**src/rtl/pair_reduce_sequencer.sv**
```systemverilog
// Sequencer for the two-RAM pair-reduce datapath: loads RAM A through a
// valid/ready handshake, reduces word pairs into RAM B, then pulses Done.
module pair_reduce_sequencer #(
    parameter int DEPTH_A = 8,
    parameter int AW      = 3
) (
    input  logic          clock,
    input  logic          Reset,
    input  logic          Start,
    input  logic          InValid,
    output logic          InReady,
    output logic          WEA,
    output logic [AW-1:0] AddrA,
    output logic          LdX,
    output logic          LdY,
    output logic          WEB,
    output logic [AW-2:0] AddrB,
    output logic          Busy,
    output logic          Done
);

    localparam int BW = AW - 1;

    localparam logic [2:0] IDLE = 3'd0;
    localparam logic [2:0] LOAD = 3'd1;
    localparam logic [2:0] RDX  = 3'd2;
    localparam logic [2:0] RDY  = 3'd3;
    localparam logic [2:0] WRB  = 3'd4;
    localparam logic [2:0] DONE = 3'd5;

    localparam logic [AW-1:0] A_LAST = AW'(DEPTH_A - 1);
    localparam logic [BW-1:0] B_LAST = BW'(DEPTH_A / 2 - 1);

    logic [2:0]    state;
    logic [2:0]    state_n;
    logic [AW-1:0] addr_a_n;
    logic [BW-1:0] addr_b_n;

    always_comb begin
        state_n  = state;
        addr_a_n = AddrA;
        addr_b_n = AddrB;
        unique case (state)
            IDLE: begin
                if (Start) state_n = LOAD;
            end
            LOAD: begin
                if (InValid) begin
                    if (AddrA == A_LAST) begin
                        addr_a_n = '0;
                        state_n  = RDX;
                    end else begin
                        addr_a_n = AddrA + 1'b1;
                    end
                end
            end
            RDX: begin
                addr_a_n = AddrA + 1'b1;
                state_n  = RDY;
            end
            // the increment after the last Y read wraps AddrA to 0
            RDY: begin
                addr_a_n = AddrA + 1'b1;
                state_n  = WRB;
            end
            WRB: begin
                if (AddrB == B_LAST) begin
                    state_n = DONE;
                end else begin
                    addr_b_n = AddrB + 1'b1;
                    state_n  = RDX;
                end
            end
            DONE: begin
                addr_a_n = '0;
                addr_b_n = '0;
                state_n  = IDLE;
            end
            default: begin
                addr_a_n = '0;
                addr_b_n = '0;
                state_n  = IDLE;
            end
        endcase
    end

    always_ff @(posedge clock) begin
        if (Reset) begin
            state <= IDLE;
            AddrA <= '0;
            AddrB <= '0;
        end else begin
            state <= state_n;
            AddrA <= addr_a_n;
            AddrB <= addr_b_n;
        end
    end

    assign InReady = (state == LOAD);
    assign WEA     = InReady & InValid;
    assign LdX     = (state == RDX);
    assign LdY     = (state == RDY);
    assign WEB     = (state == WRB);
    assign Busy    = (state != IDLE);
    assign Done    = (state == DONE);

endmodule

```
**config.mk**
```make
export PLATFORM = sky130hd
export DESIGN_NAME = pair_reduce_sequencer
export DESIGN_NICKNAME = d
export VERILOG_FILES = /design/src/rtl/pair_reduce_sequencer.sv
export SDC_FILE = /design/constraint.sdc
export NUM_CORES = 1
export LEC_CHECK = 0
export CAP_MARGIN = 20
export CORE_UTILIZATION = 33
export DETAILED_ROUTE_END_ITERATION = 8
export RECOVER_POWER = 50
export SYNTH_ARGS = -nofsm -noshare
export SYNTH_HDL_FRONTEND = slang
export SYNTH_SLANG_ARGS = --single-unit
```
**constraint.sdc**
```tcl
create_clock -name clock -period 1.2 [get_ports clock]
set_input_delay 0.36 -clock clock [delete_from_list [all_inputs] [get_ports clock]]
set_output_delay 0.36 -clock clock [all_outputs]
set_load 0.01 [all_outputs]
```
* After elaboration in Yosys (flattened, before gate mapping)
Index checks and enable logic that the tools add are counted.
** Word-level totals
- Register bits :: 8
- Bits of input ports :: 4
- Output and inout bits :: 12
- Word-level logic and storage cells :: 37
** Operators by class
- $add $sub $neg :: 2
- Equality and inequality tests :: 11
- Muxes and demuxes :: 10
- Bitwise logic cells :: 3
- Reductions and logical operators :: 8
** Operators by type and width (number)
- $mux W3 :: 6
- $pmux W3 S5 :: 1
- $eq A3 B3 Y1 const B :: 3
- $pmux W3 S3 :: 1
- $eq A3 B2 Y1 const B :: 2
- $ne A2 B2 Y1 const B :: 3
- $pmux W2 S2 :: 1
- $reduce_and A2 Y1 :: 2
- $reduce_or A2 Y1 :: 2
- $reduce_or A4 Y1 :: 1
- $add A3 B1 Y3 const B :: 1
- $eq A3 B1 Y1 const B :: 1
- $logic_not A3 Y1 :: 1
- $reduce_and A3 Y1 :: 1
- $reduce_bool A3 Y1 :: 1
- $add A2 B1 Y2 const B :: 1
- $eq A2 B2 Y1 const B :: 1
- $mux W2 :: 1
- $ne A2 B1 Y1 const B :: 1
- $not A1 Y1 :: 2
- $and A1 B1 Y1 :: 1

* Longest topological paths before layout
- Word-level depth :: 4
- Depth in mapped cells :: 5
- Depth with buffers taken out :: 5

* Least setup slack after synthesis
Ideal clock, no wire load.
- Path kind :: register to register
- Start point :: register AddrA[0]
- End point :: register AddrA[2]
- Setup time :: 0.070 ns
- Data arrival time :: 1.227 ns
- Setup slack :: -0.096 ns
- Stages on the path, launching flop included :: 5
- Path buffers :: 0
- Cells stage by stage :: dfxtp_1 -> ha_1 -> ha_1 -> or3b_1 -> a21oi_1
** On the way
- Longest elaborated chain between the ends :: 4
- Elaborated cells on any way between the ends :: 5
- Those cells by class :: 1 x add/sub; 1 x eq/ne; 3 x mux
** Ends and longest elaborated chain
- start: declaration :: RTL line 13 : output logic [AW-1:0] AddrA,
- start signal: assignment :: RTL line 94 : AddrA <= addr_a_n;
- $add A3 B1 Y3 or $eq A3 B3 Y1 (tied branches)
- $mux W3 :: RTL line 49 : if (AddrA == A_LAST) begin
- $mux W3 :: RTL line 48 : if (InValid) begin
- $pmux W3 S3 (*) :: RTL line 43 : unique case (state)
Every way passes the cells marked *; elsewhere a longest branch is shown, timed or not. The select of a mux whose other input is x is not followed.
A chain may end at the register's enable or synchronous reset.

* Worst setup path in the final report
- Start point :: register state[1]
- End point :: output Busy
** On the way
- Longest elaborated chain between the ends :: 1
** Ends and longest elaborated chain
- start: declaration :: RTL line 34 : logic [2:0] state;
- start signal: assignment :: RTL line 93 : state <= state_n;
- $reduce_bool A3 Y1 :: RTL line 104 : assign Busy = (state != IDLE);
- end: declaration :: RTL line 18 : output logic Busy,
Every way passes these cells.

==> impl_metrics.ini <==
[logic_synthesis]
syn_area_um2 = 543
synth_top_family_by_area = simple AND/OR/NAND/NOR gates
syn_area_per_cell_um2 = 9.36
ys_top_cells_by_count = dfxtp_1 (8), a21oi_1 (5), nor2b_1 (5)
synth_fa_ha_area_share_pct = 6.91
ys_async_sr_fraction_pct = 0
synth_top_area_share_pct = 29.5
syn_nets = 65
synthMuxAreaShare_pct = 0
ys.warnings.count = 0
synth.distinct_cells = 33
yosys.area_share.simple_pct = 35.0
synth-compound-area-share_pct = 24.0
synth_edf_count = 0
yosysMostFrequentCell = dfxtp_1
synth_xor_area_share_pct = 0
synth_area_leaders = dfxtp_1 (29%), ha_1 (6.9%), nor2b_1 (5.8%)
netlist_instances = 58
ys_ff_latch = 8
yosysTopAreaCell = dfxtp_1
yosysSeqAreaShare_pct = 29.5
synth_ff_type = dfxtp_1

[floorplan]
initial_core_util_pct = 35.6
die_h_um = 42.6
die_w_um = 42.6
core-area_mm2 = 0.00152
ios = 16
dieArea_mm2 = 0.00181
std_cell_rows = 14

[clock_network]
clk_path_buf_depth = 2
clkLatencyLatePin_ns = 0.26
clock-sinks = 8
h-tree-depth = 1
ctsRootBufferMaster = clkbuf_4
cts_tree = done
numCtsBuffers = 3
clk_pin_slew_worst_paths_ns = 0.07

[sta]
rsz0062_at_grt = true
final.period_utilization_pct = 128
slew_violations = 0
worstMarginPinSlew_ns = 0.245
postLayoutSetupSlackWorst_ns = -0.330
finalClockSkew_ns = 0.0111
setup-tns-final_ns = -2.47
setup_viol = 13
max-slew-margin-rel_pct = 83.4
finalCriticalPeriod_ns = 1.53
fmaxAchievable_mhz = 653
hold_viol = 0

[finish]
final_area_mm2 = 0.00101
area_growth_syn_to_layout_pct = 85.5
diodes = 0
layout-drive-gt1-share_pct = 61.9
layout.nets = 105
fillers = 123

[placed_design]
dpl.hpwl_mm = 1.02
gp_congestion = 0.722
place_area_um2 = 821
io_buffers = 15

[worst_setup_path]
arrival_ns = 1.17
cp_top_family = flip-flops
path_buf_inv = 2
cp_slowest_cell = dfxtp_2
critical_path_required_ns = 0.84
cp-start-kind = flip-flop
crit_chain = buf_6 > or3_4 > buf_6
critPathKind = flip-flop to primary output
cp_common_cell = buf_6
critical_path.max_stage_delay_ns = 0.33
cp-end-kind = primary output
crit_fanout = 4

[min_path]
hold_class = flip-flop to flip-flop

[global_route]
track_usage_pct = 19.2
gr-total-overflow = 0
grt_max_degree = 9
antenna_found_initial = 0
first_global_vias = 581
grt_pass1_wl_mm = 2.63

[power]
power_density_mw_per_mm2 = 805
ir_drop_mv = 0.650
p_leak_nw = 0.446

[run_status]
status = finished with violations
violations = setup timing

[drt]
viasPerCell = 5.12
wl_per_cell_um = 13.5
dr.first_iter.drc_count = 5
ant_nets = 0
wl_mm = 1.52
drc_errors = 0
first_pass_iters = 4
num_vias = 578

[run]
max_cap_violations = 0
-- routing by layer --
metal | share of wire [%] | track usage [%] | up-vias | wire length, µm
met3 | 3.0 | 2.59 | 4 | 46
li1 | - | - | 297 | -
met2 | 50 | 32.3 | 13 | 766
met4 | 1.1 | 7.50 | 0 | 16
met1 | 46 | 24.6 | 264 | 693
met5 | 0 | 0 | - | 0
-- sequential cells by signal (all words and copies together), names as in the netlist --
register	flops
state	3
AddrA	3
AddrB	2
-- worst reg2reg max path, delay by kind of cell (launching register included) --
kind	cells	cell delay (ns)
simple gates	1	0.26
compound gates	2	0.45
buf+inv	2	0.25
flops	1	0.36
-- cell usage in the layout (no fill, tap or decap), drive strengths merged, types with 2 or more instances in the layout --
cell / synthesis / routed
a31oi: 2 / 2
buf: 3 / 35
clkdlybuf4s50: 0 / 2
inv: 2 / 2
and2: 3 / 3
nor2: 3 / 3
clkbuf: 0 / 4
ha: 3 / 3
o21ai: 2 / 2
a21oi: 5 / 5
nor2b: 5 / 5
dfxtp: 8 / 8
o211ai: 2 / 2
-- final cells by class --
type	count	area [µm²]	share of cell area [%]
repair buffers	38	337	33.4
clock buffers	4	26.3	2.61
well taps	16	20.0	1.99
flip-flops and latches	8	175	17.4
inverters	2	7.51	0.745
multi-input cells	45	442	43.9
-- logic make-up after synthesis --
group                      count (synthesis)
adders and majority gates                  3
AOI/OAI and AO/OA                         17
DFF                                        8
buffers and inverters                      5
and+or+nand+nor                           25
-- path summary, 6_finish.rpt --
path,endpoint,cells after the start,startpoint,slack (ns)
worst max-delay path,Busy,3,state[1],-0.33
worst min-delay path,AddrA[2],2,AddrA[2],0.52
worst max register to register,state[0],5,state[2],-0.17
worst min register to register,AddrA[2],2,AddrA[2],0.52
-- metrics by stage --
stage	total power (W)	setup WS, ns	instances	util, %	hold WS [ns]
6_report	0.000811	-0.330	113	66.1	0.525
3_5_place_dp	0.000527	-0.666	99	53.9	0.513
3_3_place_gp	0.000525	-0.654	99	53.9	0.497
5_1_grt	0.000866	-0.360	113	66.1	0.540
4_1_cts	0.000810	-0.338	113	65.9	0.525
2_1_floorplan	0.000414	-0.0588	58	-	0.429
-- repair_timing --
item,in CTS,in global routing
resized for setup,79,5
cloned,0,0
pin swaps,12,5
setup endpoints to repair,18,16
hold buffers,0,0
setup buffers,10,0
-- power breakdown --
group | internal (W) | total [W] | switching, W
Sequential | 0.000281 | 0.000301 | 0.0000209
Clock | 0.000128 | 0.000229 | 0.000101
Combinational | 0.000163 | 0.000280 | 0.000117
(Power assumes the default switching activity.)
